<file path="src/rtl/fsm_led3_sequencer.sv">
// fsm_led3_sequencer
// Scripted stimulus source for the 3-switch Moore LED FSM. Plays an 8-entry
// switch-code table at a fixed dwell per step, once or looping, or passes
// the board switches through when in manual mode.
//
// Control inputs are plain strobes/levels with no handshake: start, stop,
// wr_en and len_wr act on the rising edge where they are high, and the block
// never pushes back (there is no ready). hold, loop and mode are levels.
module fsm_led3_sequencer #(
    parameter int TICK_DIV = 100_000_000
) (
    input  logic       clk,
    input  logic       reset,
    input  logic       mode,
    input  logic [2:0] sw_manual,
    input  logic       start,
    input  logic       stop,
    input  logic       hold,
    input  logic       loop,
    input  logic       wr_en,
    input  logic [2:0] wr_addr,
    input  logic [2:0] wr_data,
    input  logic       len_wr,
    input  logic [2:0] len_data,
    output logic [2:0] sw_out,
    output logic       busy,
    output logic [2:0] step_idx,
    output logic       done,
    output logic [1:0] state_dbg
);

    localparam int            CW   = 27;
    localparam logic [CW-1:0] TERM = CW'(TICK_DIV - 1);

    typedef enum logic [1:0] {
        S_IDLE = 2'd0,
        S_RUN  = 2'd1,
        S_DONE = 2'd2
    } state_t;

    state_t          state_q, state_nx;
    logic [CW-1:0]   cnt_q, cnt_nx;
    logic [2:0]      idx_q, idx_nx;
    logic [2:0]      sw_q, sw_nx;
    logic [2:0]      last_q;
    logic [2:0]      tbl [8];

    logic            go;
    logic            step_end;
    logic            last_step;
    logic [2:0]      idx_inc;

    // A start only counts when no stop arrives alongside it.
    assign go        = start && !stop;
    // Dwell expires on the terminal count unless hold stretches the step.
    assign step_end  = (state_q == S_RUN) && !hold && (cnt_q == TERM);
    // ">=" so a length shrunk below the current index ends the sequence.
    assign last_step = (idx_q >= last_q);
    assign idx_inc   = idx_q + 3'd1;

    // State register.
    always_ff @(posedge clk) begin
        if (reset) state_q <= S_IDLE;
        else       state_q <= state_nx;
    end

    // Next-state logic; manual mode overrides everything and parks in IDLE.
    always_comb begin
        state_nx = state_q;
        if (!mode) begin
            state_nx = S_IDLE;
        end else begin
            case (state_q)
                S_IDLE: if (go) state_nx = S_RUN;
                S_RUN: begin
                    if (stop)
                        state_nx = S_IDLE;
                    else if (step_end && last_step && !loop)
                        state_nx = S_DONE;
                end
                S_DONE:  state_nx = S_IDLE;
                default: state_nx = S_IDLE;
            endcase
        end
    end

    // Next values for the registered switch code, step index and dwell counter.
    always_comb begin
        sw_nx  = sw_q;
        idx_nx = idx_q;
        cnt_nx = cnt_q;
        if (!mode) begin
            sw_nx  = sw_manual;
            idx_nx = 3'd0;
            cnt_nx = '0;
        end else begin
            case (state_q)
                S_IDLE: begin
                    idx_nx = 3'd0;
                    cnt_nx = '0;
                    sw_nx  = go ? tbl[0] : 3'b000;
                end
                S_RUN: begin
                    if (stop) begin
                        sw_nx  = 3'b000;
                        idx_nx = 3'd0;
                        cnt_nx = '0;
                    end else if (hold) begin
                        cnt_nx = cnt_q;
                    end else if (cnt_q == TERM) begin
                        cnt_nx = '0;
                        if (!last_step) begin
                            idx_nx = idx_inc;
                            sw_nx  = tbl[idx_inc];
                        end else if (loop) begin
                            idx_nx = 3'd0;
                            sw_nx  = tbl[0];
                        end else begin
                            idx_nx = 3'd0;
                            sw_nx  = 3'b000;
                        end
                    end else begin
                        cnt_nx = cnt_q + 1'b1;
                    end
                end
                default: begin
                    sw_nx  = 3'b000;
                    idx_nx = 3'd0;
                    cnt_nx = '0;
                end
            endcase
        end
    end

    // Datapath registers; sw_out only changes when a step is loaded.
    always_ff @(posedge clk) begin
        if (reset) begin
            sw_q  <= 3'b000;
            idx_q <= 3'd0;
            cnt_q <= '0;
        end else begin
            sw_q  <= sw_nx;
            idx_q <= idx_nx;
            cnt_q <= cnt_nx;
        end
    end

    // Step table and last index; reset restores the default script.
    always_ff @(posedge clk) begin
        if (reset) begin
            tbl[0] <= 3'b001;
            tbl[1] <= 3'b010;
            tbl[2] <= 3'b100;
            tbl[3] <= 3'b011;
            tbl[4] <= 3'b010;
            tbl[5] <= 3'b100;
            tbl[6] <= 3'b000;
            tbl[7] <= 3'b111;
            last_q <= 3'd7;
        end else begin
            if (wr_en)  tbl[wr_addr] <= wr_data;
            if (len_wr) last_q       <= len_data;
        end
    end

    // Outputs decode registered state only.
    always_comb begin
        sw_out    = sw_q;
        step_idx  = idx_q;
        busy      = (state_q == S_RUN);
        done      = (state_q == S_DONE);
        state_dbg = state_q;
    end

endmodule
</file>
<file path="config.mk">
export PLATFORM = sky130hd
export DESIGN_NAME = fsm_led3_sequencer
export DESIGN_NICKNAME = d
export VERILOG_FILES = /design/src/rtl/fsm_led3_sequencer.sv
export SDC_FILE = /design/constraint.sdc
export NUM_CORES = 1
export LEC_CHECK = 0
export BUFFER_PORTS_ARGS = -buffer_cell sky130_fd_sc_hd__buf_2
export CORE_ASPECT_RATIO = 0.6
export CORE_MARGIN = 2
export CORE_UTILIZATION = 43
export CTS_CLUSTER_SIZE = 25
export DETAILED_ROUTE_END_ITERATION = 10
export GPL_TIMING_DRIVEN = 0
export PLACE_DENSITY_LB_ADDON = 0.3
export SYNTH_ARGS = -nofsm -noshare
export SYNTH_HDL_FRONTEND = slang
export SYNTH_SLANG_ARGS = --single-unit
</file>
<file path="constraint.sdc">
create_clock -name clk -period 2.7 [get_ports clk]
set_input_delay 0.54 -clock clk [delete_from_list [all_inputs] [get_ports clk]]
set_output_delay 0.54 -clock clk [all_outputs]
set_load 0.005 [all_outputs]
</file>
Yosys cells after proc, flatten, opt, wreduce, memory -nomap -nowiden
Memory sizes are Yosys's and may differ from the RTL's.
Cells that the tools add are included.

cells by class
  add/subtract/negate cells = 2
  magnitude comparators = 1
  equality and inequality tests = 7
  mux-type cells = 22
  bitwise gates (word level) = 3
  reduce and logical (&&, ||, !) cells = 15

operators by type and width
  kind                   number
  $mux 3                 10
  $add 27x1->27 const B  1
  $eq 27x27->1 const B   1
  $mux 27                1
  $mux 1                 6
  $mux 2                 3
  $pmux 3 s2             1
  $reduce_and 2->1       3
  $logic_and 1x1->1      5
  $ne 4x3->1 const B     1
  $ne 4x4->1 const B     1
  $pmux 2 s2             1
  $reduce_or 4->1        1
  $add 3x1->3 const B    1
  $ge 3x3->1             1
  $logic_not 1->1        3
  $ne 3x2->1 const B     1
  $not 1->1              3
  $reduce_or 3->1        1
  $eq 2x1->1 const B     1
  $eq 2x2->1 const B     1
  $logic_not 2->1        1
  $ne 2x2->1 const B     1
  $reduce_or 2->1        1

storage, ports and cells
  register bits = 38
  bits in writable memories = 24
  output and inout bits = 10
  memories kept = 1

memory list
  memory  depth  bits a word  rd ports  clocked after Yosys merged registers in  wr ports  RTL line  source
  tbl     8      3            2         0                                        8         46        logic [2:0] tbl [8];

Depth between registers and ports, before layout
  word-level depth = 8
  depth in mapped cells = 9
  gate-level depth less buffers = 7

Worst setup path before layout
No wires, ideal clock.

  kind = input to register
  start = input hold
  end = register state_q[0] (netlist: state_dbg[0])
  library setup time = 0.116 ns
  arrival = 1.933 ns
  setup slack = 0.650 ns
  stages on the path = 6
  cells stage by stage = nand3b_1 > or2_4 > or3_4 > buf_6 > o31a_1 > o211a_1

on the way
  longest elaborated chain between the ends = 7

RTL lines
  item                            RTL line  source
  from (decl)                     18        input logic hold,
  $logic_not 1->1                 56        assign step_end = (state_q == S_RUN) && !hold && (cnt_q == TERM);
  $logic_and 1x1->1 (2 in a row)  56
  $logic_and 1x1->1 (2 in a row)  78        else if (step_end && last_step && !loop)
  $ne 3x2->1 (no line)            n/a
  $reduce_and 2->1 (no line)      n/a
  to (signal assigned)            64        else state_q <= state_nx;
  to (decl)                       41        state_t state_q, state_nx;

No other way between the ends.
A chain may end at the register's enable or synchronous reset.

Worst setup path in the final report
  start = register idx_q[0] (netlist: step_idx[0])
  end = register sw_q[0] (netlist: sw_out[0])

on the way
  longest elaborated chain between the ends = 8

RTL lines
  item                    RTL line  source
  from (decl)             43        logic [2:0] idx_q, idx_nx;
  from (signal assigned)  143       idx_q <= idx_nx;
  $add 3x1->3             59        assign idx_inc = idx_q + 3'd1;
  $mem_v2 8x3             n/a
  $mux 3 *                112       if (!last_step) begin
  $mux 3 *                110       end else if (cnt_q == TERM) begin
  $mux 3 *                108       end else if (hold) begin
  $mux 3 *                104       if (stop) begin
  $pmux 3 s2 *            97        case (state_q)
  $mux 3 *                92        if (!mode) begin
  to (signal assigned)    142       sw_q <= sw_nx;
  to (decl)               44        logic [2:0] sw_q, sw_nx;

Every way passes the cells marked *; elsewhere a longest branch is shown, timed or not. The select of a mux whose other input is x is not followed.

==> run summary <==
Synth area leader = dfxtp_1
Residual DRC = 0
Ys flop type = dfxtp_1
Core region area = 6820 um^2
Launch point of the worst reg-to-reg path = step_idx[0]
Synth Warn # = 0
CP Data Required Time = 2.96 ns
Via count of the first global-routing pass = 2289
Post-synth ARST share = 0%
Max-slew violation count = 0
CTS clk-pin slew, worst paths = 0.06 ns
R2R depth = 7
Mean post-synth cell area = 9.74 um^2
Initial antenna violation count = 0
Hold Path End = state_dbg[1]
WL/cell = 15.6 um
HP Class = in2reg
Outcome = finished clean
Root Driver = clkbuf_16
Post-CTS Repair Setup Buffers = 0
Placer congestion estimate = 0.805
First-pass GRT wire length = 11600 um
Commonest cells after routing, fill and taps aside = 43 x nor2_1, 38 x dfxtp_1, 34 x buf_2
Final TNS setup = 0 ns
DP Wirelength = 5330 um
# hold bufs at CTS = 0
RSZ-0062 raised after global routing = false
Most common cell after layout, fill and taps aside = nor2_1
Setup violators final = 0
CP max-delay cell = o21ai_0
Gr usage total = 19.2%
PostCTS Resize Cnt = 0
Worst Tran Pin Value = 1.15 ns
Reg2Reg Setup Slack = 0.22 ns
Nets = 386
Post-synthesis register bit count = 62
Max incr delay on CP = 0.69 ns
CTS tree = yes
Clock skew = 0.00783 ns
Htree depth = 3
Leak = 0.00132 uW
Peak supply drop = 0.000312 V
Post-Syn Nets = 345
Critical-path maximum fanout = 9
Critical Path Start = step_idx[0]
Max_cap viols = 0
Synth Instances = 319
Filler instances = 610
GRT Residual Overflow = 0
CP Launch Type = register
N_diodes = 0
Worst EP arrival = 2.74 ns
Worst reg2reg path endpoint = sw_out[0]
Input/output buffers = 30
Detailed Route WL = 7050 um
Layout overhead on the synthesized area = 18.8%
Clock Latency Late Sink = 0.33 ns
Clock Path Buffers = 2
EDFF count, synth = 24
Proportion of layout cells with a drive suffix above 1 = 18.4%
Sink Count = 62
Pre-antenna DRT Iters = 5
Worst Path Class, Setup = reg2reg
Post-synth top area share = 24.5%
Hold path depth = 2
Seq/Total Area, Yosys = 47.7%
Cell variety after synth = 52
Total number of vias = 2497
Die width = 114 um
Tmin final = 2.48 ns
Pwr/cell area = 637 nW/um^2
Post-route ant nets = 0
Initial DRC Count = 252
Nature of the critical path endpoint = register
CTS buffer count = 9
Slew headroom = 22.9%
Die H = 69.8 um
Ports = 31
Hold Crit Start = loop
Rows = 23
Hold Vio Cnt, Final = 0
Finished Core Util = 54.1%
Die ar. = 7940 um^2
Synth area leaders = dfxtp_1 24%, edfxtp_1 23%, xor2_1 6.2%
Fmax = 0.403 GHz
Vias per inst = 5.52
CP cell instances = inv_1, ha_1, nor2b_1, o21ai_0, a221oi_1, a221o_1, a31oi_1
Synth Cell Area = 3110 um^2
Fin crit share = 92.0%
Initial Utilization = 45.6%
Largest net degree at the start of global routing = 13
worst max-delay path by stage:
stage | endpoint | slack (ns) | depth (start not counted)
after floorplan | state_dbg[0] | 0.65 | 6
after global placement | cnt_q[26] | 0.25 | 6
after detailed placement | cnt_q[22] | 0.27 | 6
after CTS | sw_out[0] | 0.26 | 7
after global routing | sw_out[0] | 0.07 | 7
final | sw_out[0] | 0.22 | 7
power by group:
| group | leakage, uW | internal (uW) | switching, uW | total [uW] |
|---|---|---|---|---|
| Combinational | 0.000624 | 39.9 | 59.2 | 99.1 |
| Clock | 0.000156 | 810 | 424 | 1230 |
| Sequential | 0.000542 | 1000 | 14.5 | 1020 |
cells by family (layout without fill, tap and decap cells):
logic type      Yosys count  count (layout)  share of synthesized area, %
compound gates           35              35                          7.61
xor+xnor                 27              27                          7.61
fa+ha+maj                 5               5                          2.01
buf+inv                  18              64                          2.58
flops                    62              62                          47.7
mux                      10              10                          4.07
simple gates            162             162                          28.4
state kept, by name, indices dropped and copies added, names as in the netlist:
name	flops
last_q	3
cnt_q	27
step_idx	3
state_dbg	2
sw_out	3
tbl	24
Yosys cell counts (3+ instances only):
master,instances
a211oi_1,3
a21oi_1,5
and2_1,14
and3_1,4
buf_2,4
clkbuf_1,5
dfxtp_1,38
edfxtp_1,24
ha_1,5
inv_1,8
mux2i_1,7
nand2_1,23
nand2b_1,5
nand3_1,10
nand3b_1,3
nand4_1,15
nor2_1,43
nor2b_1,7
nor3_1,9
nor4_1,4
o211ai_1,3
o21ai_0,9
or2_2,3
or3_1,7
xnor2_1,5
xor2_1,22
cell type report:
type | count | area, um^2 | area share [%]
Buffer | 10 | 50.0 | 1.36
Clock buffer | 9 | 225 | 6.10
Clock inverter | 7 | 98.8 | 2.68
Inverter | 8 | 30.0 | 0.814
Multi-Input combinational cell | 239 | 1550 | 41.9
Sequential cell | 62 | 1480 | 40.1
Tap cell | 87 | 109 | 2.95
Timing Repair Buffer | 30 | 150 | 4.07
per-stage QoR:
stage	setup slack (ns)	hold WS [ns]	cell area (um^2)	instances	total power [uW]
after floorplan	0.650	0.446	3110	319	1080
after global placement	0.252	0.472	3370	436	1130
after detailed placement	0.272	0.477	3370	436	1130
after CTS	0.261	0.415	3690	452	2370
after global routing	0.0726	0.426	3690	452	2420
final	0.217	0.423	3690	452	2350
worst max-delay path, delay by kind of cell, from the launching register on:
kind | cells | cell delay, ns
buffers and inverters | 1 | 0.15
AO/OA/AOI/OAI | 4 | 1.40
AND/OR/NAND/NOR | 1 | 0.05
adder cells (fa/ha/maj) | 1 | 0.30
flip-flops | 1 | 0.51
layer usage:
| layer | GRT usage (%) | vias up | share of wire, % |
|---|---|---|---|
| met5 | 0 | - | 0 |
| met4 | 6.91 | 0 | 1.3 |
| met3 | 5.51 | 8 | 6.9 |
| met2 | 24.2 | 79 | 38 |
| met1 | 30.2 | 1174 | 54 |
| li1 | - | 1236 | - |
(Power assumes the default switching activity.)
